`src/rtl/otter_csr_pkg.sv`:
```
// Shared constants and types for the OTTER machine-mode CSR file and interrupt controller.
package otter_csr_pkg;

   localparam logic [11:0] CSR_MSTATUS = 12'h300;
   localparam logic [11:0] CSR_MIE     = 12'h304;
   localparam logic [11:0] CSR_MTVEC   = 12'h305;
   localparam logic [11:0] CSR_MEPC    = 12'h341;
   localparam logic [11:0] CSR_MCAUSE  = 12'h342;
   localparam logic [11:0] CSR_MIP     = 12'h344;

   localparam int unsigned MIE_BIT        = 3;
   localparam int unsigned MPIE_BIT       = 7;
   localparam int unsigned LOCAL_IRQ_BASE = 16;

   typedef enum logic [1:0] {
      CSR_OP_NONE = 2'b00,
      CSR_OP_RW   = 2'b01,
      CSR_OP_RS   = 2'b10,
      CSR_OP_RC   = 2'b11
   } csr_op_t;

   typedef enum logic {
      MTVEC_DIRECT   = 1'b0,
      MTVEC_VECTORED = 1'b1
   } mtvec_mode_t;

   // Read-modify-write result of a Zicsr operation
   function automatic logic [31:0] csr_apply(csr_op_t op, logic [31:0] old_v, logic [31:0] wd);
      logic [31:0] res;
      res = old_v;
      case (op)
         CSR_OP_RW: res = wd;
         CSR_OP_RS: res = old_v | wd;
         CSR_OP_RC: res = old_v & ~wd;
         default:   res = old_v;
      endcase
      return res;
   endfunction

endpackage

```
`src/rtl/irq_sync_edge.sv`:
```
// Per-channel synchroniser for an asynchronous interrupt line with a rising-edge detector.
module irq_sync_edge #(
   parameter int unsigned SYNC_STAGES = 2
) (
   input  logic clk,
   input  logic rst_n,
   input  logic irq_i,
   output logic level,
   output logic rise_c
);

   logic [SYNC_STAGES-1:0] sync_q, sync_d;
   logic                   dly_q, dly_d;

   always_comb begin
      sync_d = {sync_q[SYNC_STAGES-2:0], irq_i};
      dly_d  = sync_q[SYNC_STAGES-1];
   end

   always_ff @(posedge clk or negedge rst_n) begin
      if (!rst_n) begin
         sync_q <= '0;
         dly_q  <= 1'b0;
      end else begin
         sync_q <= sync_d;
         dly_q  <= dly_d;
      end
   end

   assign level  = sync_q[SYNC_STAGES-1];
   assign rise_c = sync_q[SYNC_STAGES-1] & ~dly_q;

endmodule

```
`src/rtl/otter_intc_csr.sv`:
```
// Machine-mode CSR file and fixed-priority multi-source interrupt controller for the OTTER core.
module otter_intc_csr
   import otter_csr_pkg::*;
#(
   parameter int unsigned        NUM_IRQ     = 4,
   parameter int unsigned        SYNC_STAGES = 2,
   parameter logic [NUM_IRQ-1:0] EDGE_MASK   = '1
) (
   input  logic               clk,
   input  logic               rst_n,
   input  logic [NUM_IRQ-1:0] irq_i,
   input  logic [11:0]        csr_addr,
   input  logic [31:0]        csr_wd,
   input  logic [1:0]         csr_op,
   input  logic               csr_we,
   input  logic [31:0]        pc,
   input  logic               int_taken,
   input  logic               mret_exec,
   output logic [31:0]        csr_rd,
   output logic               int_req,
   output logic [31:0]        trap_vec,
   output logic [31:0]        mepc
);

   localparam int unsigned ID_W    = 4;
   localparam int unsigned CAUSE_W = 5;

   logic [NUM_IRQ-1:0] sync_lvl, rise_c;
   logic [NUM_IRQ-1:0] pend_q, pend_d;
   logic [NUM_IRQ-1:0] pending_c, active_c;
   logic [ID_W-1:0]    id_c;
   logic [CAUSE_W-1:0] cause_c;
   logic               take_c, mret_c, wr_c;
   logic [31:0]        rd_c, new_c;

   logic               mstat_mie_q, mstat_mie_d;
   logic               mstat_mpie_q, mstat_mpie_d;
   logic [NUM_IRQ-1:0] mie_en_q, mie_en_d;
   logic [29:0]        mtvec_base_q, mtvec_base_d;
   mtvec_mode_t        mtvec_mode_q, mtvec_mode_d;
   logic [29:0]        mepc_q, mepc_d;
   logic [31:0]        mcause_q, mcause_d;

   logic               unused_ok;
   assign unused_ok = ^pc[1:0];

   for (genvar g = 0; g < NUM_IRQ; g++) begin : g_chan
      irq_sync_edge #(.SYNC_STAGES(SYNC_STAGES)) u_sync (
         .clk    (clk),
         .rst_n  (rst_n),
         .irq_i  (irq_i[g]),
         .level  (sync_lvl[g]),
         .rise_c (rise_c[g])
      );
   end

   // Pending view and lowest-index-wins arbitration
   always_comb begin
      for (int i = 0; i < NUM_IRQ; i++) begin
         pending_c[i] = EDGE_MASK[i] ? pend_q[i] : sync_lvl[i];
      end
      active_c = pending_c & mie_en_q;
      id_c     = '0;
      for (int i = NUM_IRQ - 1; i >= 0; i--) begin
         if (active_c[i]) id_c = ID_W'(i);
      end
      cause_c = CAUSE_W'(LOCAL_IRQ_BASE) + {1'b0, id_c};
   end

   assign int_req = mstat_mie_q & (|active_c);
   assign take_c  = int_taken & int_req;
   assign mret_c  = mret_exec & ~take_c;
   assign wr_c    = csr_we & (csr_op != 2'b00) & ~take_c & ~mret_exec;

   always_comb begin
      rd_c = '0;
      case (csr_addr)
         CSR_MSTATUS: begin
            rd_c[MIE_BIT]  = mstat_mie_q;
            rd_c[MPIE_BIT] = mstat_mpie_q;
         end
         CSR_MIE:     rd_c[LOCAL_IRQ_BASE +: NUM_IRQ] = mie_en_q;
         CSR_MTVEC:   rd_c = {mtvec_base_q, 1'b0, mtvec_mode_q};
         CSR_MEPC:    rd_c = {mepc_q, 2'b00};
         CSR_MCAUSE:  rd_c = mcause_q;
         CSR_MIP:     rd_c[LOCAL_IRQ_BASE +: NUM_IRQ] = pending_c;
         default:     rd_c = '0;
      endcase
      new_c = csr_apply(csr_op_t'(csr_op), rd_c, csr_wd);
   end

   // Trap entry beats MRET beats software writes
   always_comb begin
      mstat_mie_d  = mstat_mie_q;
      mstat_mpie_d = mstat_mpie_q;
      mie_en_d     = mie_en_q;
      mtvec_base_d = mtvec_base_q;
      mtvec_mode_d = mtvec_mode_q;
      mepc_d       = mepc_q;
      mcause_d     = mcause_q;
      if (take_c) begin
         mepc_d       = pc[31:2];
         mcause_d     = {1'b1, 26'd0, cause_c};
         mstat_mpie_d = mstat_mie_q;
         mstat_mie_d  = 1'b0;
      end else if (mret_c) begin
         mstat_mie_d  = mstat_mpie_q;
         mstat_mpie_d = 1'b1;
      end else if (wr_c) begin
         case (csr_addr)
            CSR_MSTATUS: begin
               mstat_mie_d  = new_c[MIE_BIT];
               mstat_mpie_d = new_c[MPIE_BIT];
            end
            CSR_MIE:    mie_en_d = new_c[LOCAL_IRQ_BASE +: NUM_IRQ];
            CSR_MTVEC: begin
               mtvec_base_d = new_c[31:2];
               mtvec_mode_d = mtvec_mode_t'(new_c[0]);
            end
            CSR_MEPC:   mepc_d   = new_c[31:2];
            CSR_MCAUSE: mcause_d = new_c;
            default:    ;
         endcase
      end
   end

   // Edge pending latches; a new edge wins over any same-cycle clear
   always_comb begin
      logic clr;
      clr    = 1'b0;
      pend_d = pend_q;
      for (int i = 0; i < NUM_IRQ; i++) begin
         clr = (take_c && (id_c == ID_W'(i))) ||
               (wr_c && (csr_addr == CSR_MIP) && !new_c[LOCAL_IRQ_BASE + i]);
         pend_d[i] = EDGE_MASK[i] & (rise_c[i] | (pend_q[i] & ~clr));
      end
   end

   always_ff @(posedge clk or negedge rst_n) begin
      if (!rst_n) begin
         mstat_mie_q  <= 1'b0;
         mstat_mpie_q <= 1'b0;
         mie_en_q     <= '0;
         mtvec_base_q <= '0;
         mtvec_mode_q <= MTVEC_DIRECT;
         mepc_q       <= '0;
         mcause_q     <= '0;
         pend_q       <= '0;
      end else begin
         mstat_mie_q  <= mstat_mie_d;
         mstat_mpie_q <= mstat_mpie_d;
         mie_en_q     <= mie_en_d;
         mtvec_base_q <= mtvec_base_d;
         mtvec_mode_q <= mtvec_mode_d;
         mepc_q       <= mepc_d;
         mcause_q     <= mcause_d;
         pend_q       <= pend_d;
      end
   end

   assign csr_rd   = rd_c;
   assign mepc     = {mepc_q, 2'b00};
   assign trap_vec = {mtvec_base_q, 2'b00} +
                     ((mtvec_mode_q == MTVEC_VECTORED) ? {25'd0, cause_c, 2'b00} : 32'd0);

endmodule

```
`config.mk`:
```
export PLATFORM = sky130hd
export DESIGN_NAME = otter_intc_csr
export DESIGN_NICKNAME = d
export VERILOG_FILES = /design/src/rtl/otter_csr_pkg.sv /design/src/rtl/irq_sync_edge.sv /design/src/rtl/otter_intc_csr.sv
export SDC_FILE = /design/constraint.sdc
export NUM_CORES = 1
export LEC_CHECK = 0
export CAP_MARGIN = 15
export CORE_MARGIN = 8
export CORE_UTILIZATION = 35
export CTS_BUF_LIST = sky130_fd_sc_hd__clkbuf_8
export CTS_CLUSTER_DIAMETER = 50
export DETAILED_ROUTE_END_ITERATION = 10
export HOLD_SLACK_MARGIN = 0.1
export MAX_ROUTING_LAYER = met4
export PLACE_DENSITY = 0.71
export SYNTH_ARGS = -nofsm -noshare
export SYNTH_HDL_FRONTEND = slang
export SYNTH_SLANG_ARGS = --single-unit
export TNS_END_PERCENT = 5
```
`constraint.sdc`:
```
create_clock -name clk -period 5 [get_ports clk]
set_input_delay 0.5 -clock clk [delete_from_list [all_inputs] [get_ports clk]]
set_output_delay 0.5 -clock clk [all_outputs]
set_load 0.005 [all_outputs]
```
Yosys cells after proc, flatten, opt, wreduce, memory -nomap -nowiden
Index checks and enable logic that the tools add are counted.
{"block": "word_totals", "reg_bits": 115, "in_bits": 87, "elab_cells": 123}
{"block": "classes", "n_addsub": 2, "n_eq_ne": 13, "muxes": 29, "bitwise": 33, "reduce_logical": 30}
{"op": "2-to-1 mux 32 bit", "count": 4}
{"op": "2-to-1 mux 30 bit", "count": 4}
{"op": "case mux 32 bit (3 select lines)", "count": 1}
{"op": "equality test 12 x 10 -> 1 bit, second input constant", "count": 6}
{"op": "case mux 12 bit (3 select lines)", "count": 1}
{"op": "adder 32 x 7 -> 32 bit", "count": 1}
{"op": "bitwise AND 32 bit", "count": 1}
{"op": "NOT 32 bit", "count": 1}
{"op": "bitwise OR 32 bit", "count": 1}
{"op": "case mux 8 bit (3 select lines)", "count": 1}
{"op": "case mux 4 bit (5 select lines)", "count": 1}
{"op": "case mux 3 bit (3 select lines)", "count": 2}
{"op": "bitwise AND 1 bit", "count": 14}
{"op": "NOT 1 bit", "count": 11}
{"op": "logical AND 1 bit", "count": 9}
{"op": "equality test 4 x 2 -> 1 bit, second input constant", "count": 2}
{"op": "2-to-1 mux 1 bit", "count": 8}
{"op": "2-to-1 mux 2 bit", "count": 4}
{"op": "case mux 1 bit (4 select lines)", "count": 2}
{"op": "AND reduction 4 bit", "count": 2}
{"op": "nonzero test 2 bit", "count": 4}
{"op": "2-to-1 mux 7 bit", "count": 1}
{"op": "AND reduction 3 bit", "count": 2}
{"op": "nonzero test 3 bit", "count": 2}
{"op": "12 further kinds", "count": 22}

Logic depth before layout (Yosys ltp)
{"block": "logic_depth", "word_depth": 13, "ltp_mapped": 11}

Modules after synthesis
Synthesis repeated with hierarchy kept, for this count alone.
{"block": "unflattened", "hier_cells": 824, "area_unflattened_um2": 7480.9}
{"mod": "otter_intc_csr", "n_inst": 1, "cells_each": 808, "area_each_um2": 7125.6, "seq_area_each_um2": 2577.5}
{"mod": "irq_sync_edge", "n_inst": 4, "cells_each": 4, "area_each_um2": 88.8, "seq_area_each_um2": 75.1}

Worst setup path after synthesis
Ideal clock, no wire load.
{"block": "synth_path", "kind": "reg2out", "start": "reg pend_q[1]", "end": "out trap_vec[22]", "arrival_time_ns": 2.509, "t_required_ns": 4.500, "path_slack_ns": 1.991, "stages_incl_launch_ff": 10, "path_buffers": 0, "cell_sequence": "dfrtp_1 a22oi_1 nor2b_1 nand2_1 fa_1 and3b_1 a21oi_1 nor3_1 nand3_1 xnor2_1"}
{"block": "synth_between", "elab_chain_cells": 6}
{"item": "start, declared", "line": "otter_intc_csr.sv:29", "source": "logic [NUM_IRQ-1:0] pend_q, pend_d;"}
{"item": "start signal, assigned", "line": "otter_intc_csr.sv:157", "source": "pend_q <= pend_d;"}
{"item": "bitwise AND 4 bit", "line": "otter_intc_csr.sv:62", "source": "active_c = pending_c & mie_en_q;"}
{"item": "2-to-1 mux 2 bit (2 in series)", "line": "otter_intc_csr.sv:65", "source": "if (active_c[i]) id_c = ID_W'(i);"}
{"item": "adder 5 x 4 -> 5 bit", "line": "otter_intc_csr.sv:67", "source": "cause_c = CAUSE_W'(LOCAL_IRQ_BASE) + {1'b0, id_c};"}
{"item": "2-to-1 mux 7 bit", "line": "otter_intc_csr.sv:164", "source": "((mtvec_mode_q == MTVEC_VECTORED) ? {25'd0, cause_c, 2'b00} : 32'd0);"}
{"item": "adder 32 x 7 -> 32 bit", "line": "otter_intc_csr.sv:163", "source": "assign trap_vec = {mtvec_base_q, 2'b00} +"}
{"item": "end, declared", "line": "otter_intc_csr.sv:21", "source": "output logic [31:0] trap_vec,"}
Every way passes these cells.

Worst setup path in the final report
{"block": "layout_path", "start": "reg pend_q[1]", "end": "out trap_vec[27]"}
Same word-level chain as after synthesis.

==> run metrics <==
Crit Path Max Fanout 5; final RePlAce weighted congestion 0.865; DP Worst Slack between 1 and 1.5 ns; Reg2Reg Setup Slack 2.14 ns; final cell count without fillers 1242; total grt overflow 0; WL/cell 21.4 µm; area grow syn2layout 32.7%; reg2reg end mepc_q[4]; dpl hpwl 19000 µm; final setup vio count 0; Post-Syn Area 7170 µm²; Worst Hold Slack 0.217 ns; slew at the pin closest to its max-slew limit 1.04 ns; clk sinks 115; WP data arrival 3.99 ns; CTS Buffer Depth 2; number of synthesized flops with an enable pin 0; final slew viol count 0; synth warn 0; Final ANT Viol Nets 0; IO Count 184; vias in the first global route 7003; Die Wd 159 µm; DR pass1 iterations 6; status complete, no violations; power density cells 252 nW/µm²; Slew HR 0.306; DR vias/cell 5.71; DRC 0; Final Hold Vio Count 0; Root Driver clkbuf_8; Final WS setup 0.511 ns; Post-synth ARST share 1.00; minimum clock period between 4 and 5 ns; total number of vias approximately 7100; Post-CTS Hold Buffers 0; share of post-route cells with drive strength above 1 0.0844; RSZ-0062 raised after global routing false; first-pass GRT wire length about 41000 µm; setup TNS 0 ns; synthesized area per cell 8.96 µm²; Reg2Reg Depth 4; CTS buffer count 17; CP Data Required Time between 4 and 5 ns; R2R Path Start pend_q[1]; total track usage 0.213; placed cells around 1200; Post-Syn Instances 801; Post-Route WL 26600 µm; # rows 52; number of synthesized register bits 115; # Post-CTS Setup Buffers 0; Main synth FF type dfrtp_1; fraction of the yosys area taken by sequential cells 0.401; Port-buffer cells 177; type of origin of the critical path flip-flop; die span in y 159 µm; Yosys cell types 73; Starting Density 0.356; Worst Hold Class input port to async pin; Worst-path clk slew 0.07 ns; Leakage roughly 4.0 nW; CTS tree done; core area 20200 µm²; max-cap viol count 0; DRT iter0 DRCs 568; Worst-Skew Late Latency approximately 0.45 ns; Layout Skew 0.0129 ns; Crit Path Category flip-flop to output port; Final nets 1049; pin count of the biggest net entering global routing 80; antenna violations before repair 0; Final period util 0.898; post-CTS resize count 0; Max VDD drop 155 µV; die area around 25000 µm²; fmax 223 MHz; CTS H-Tree Depth 4; Worst Setup End Kind output port
worst max path at each step:
stage          startpoint           end  slack [ns]  depth (start not counted)
6_report        pend_q[1]  trap_vec[27]        0.51                         11
4_1_cts         pend_q[1]  trap_vec[27]        0.48                         11
2_1_floorplan   pend_q[1]  trap_vec[22]        1.99                          9
5_1_grt         pend_q[1]  trap_vec[27]        0.24                         11
3_3_place_gp    pend_q[3]  trap_vec[29]        1.02                         11
3_5_place_dp    pend_q[3]  trap_vec[27]        1.00                         11
kinds of logic (layout without fill, tap and decap cells):
group | count (synthesis) | in the layout | synth area share
muxes | 10 | 10 | 0.0145
DFF | 115 | 115 | 0.401
AOI/OAI and AO/OA | 277 | 277 | 0.261
and+or+nand+nor | 255 | 255 | 0.200
buffers and inverters | 97 | 264 | 0.0645
other | 1 | 5 | 0.000523
adders and majority gates | 4 | 4 | 0.00802
xor gates and xnor gates | 42 | 42 | 0.0513
flip-flops by register name, indices dropped and copies added, names as in the netlist:
signal,flops
g_chan.u_sync.dly_q,4
g_chan.u_sync.sync_q,8
mcause_q,32
mepc_q,30
mie_en_q,4
mstat_mie_q,1
mstat_mpie_q,1
mtvec_base_q,30
mtvec_mode_q,1
pend_q,4
placed cells by master (no fill, tap or decap), drive strengths merged, types with 22 or more instances in the layout:
master         synthesis  layout
nand3                 28      28
buf                   39      24
clkbuf                25      22
dfrtp                115     115
inv                   32      34
a2bb2oi               33      33
o21ai                 94      94
a21oi                 47      47
clkdlybuf4s50          0     175
xnor2                 29      29
nand2                 98      98
nor2                  27      27
power by group:
| part | switching, mW | internal [mW] | total [mW] |
|---|---|---|---|
| logic | 0.233 | 0.252 | 0.485 |
| clock network | 0.396 | 0.452 | 0.848 |
| registers | 0.0677 | 0.996 | 1.06 |
| total | 0.697 | 1.70 | 2.40 |
critical path: stages, from the launching register on:
cell,delay [ns]
dfrtp_1,0.42
a22oi_1,0.47
nor2b_1,0.29
nand2_1,0.13
inv_1,0.08
ha_1,0.14
a21o_1,0.13
a41oi_1,0.31
nor4b_2,0.70
nand3_1,0.17
xnor2_1,0.19
clkdlybuf4s50_1,0.53
through the flow:
| step | area, µm² | power [mW] | utilization |
|---|---|---|---|
| 6_report | 9520 | 2.40 | 0.472 |
| 5_1_grt | 9520 | 2.51 | 0.472 |
| 4_1_cts | 9520 | 2.41 | 0.472 |
| 3_5_place_dp | 9130 | 1.56 | 0.453 |
| 3_3_place_gp | 9130 | 1.55 | 0.453 |
| 2_1_floorplan | 7190 | 1.27 | - |
layer usage:
layer	wire length, µm	track usage	part of all wire	vias to the layer above
li1	-	-	-	3256
met4	564	0.0587	0.021	0
met1	11700	0.278	0.44	3427
met2	11900	0.318	0.45	365
met3	2370	0.0592	0.089	38
met5	0	-	0	-
layout make-up:
type	count	area (µm²)
clock inverters	10	82.6
repair buffers	199	1930
flip-flops and latches	115	2880
clock buffers	22	303
well taps	270	338
fillers	1941	10600
multi-input cells	592	3860
inverters	33	124
diodes	1	2.50
cells in the mapped netlist (8+ instances only):
master	n	area, µm²
and3b_1	13	114
a22oi_1	9	67.6
nand2_1	96	360
a2bb2oi_1	28	245
a21o_1	15	113
o21ai_1	19	95.1
xor2_1	13	114
dfrtp_1	115	2880
nand3_1	27	135
nand4_1	13	81.3
o21ai_0	75	375
xnor2_1	29	254
and4_1	10	87.6
and2_1	19	119
buf_2	22	110
inv_1	32	120
clkbuf_1	25	93.8
a31oi_1	8	50.1
a222oi_1	13	130
o22ai_1	9	56.3
nor2_1	26	97.6
and3_1	11	68.8
a21oi_1	47	235
Note: power is estimated with default switching activity, not from simulation.
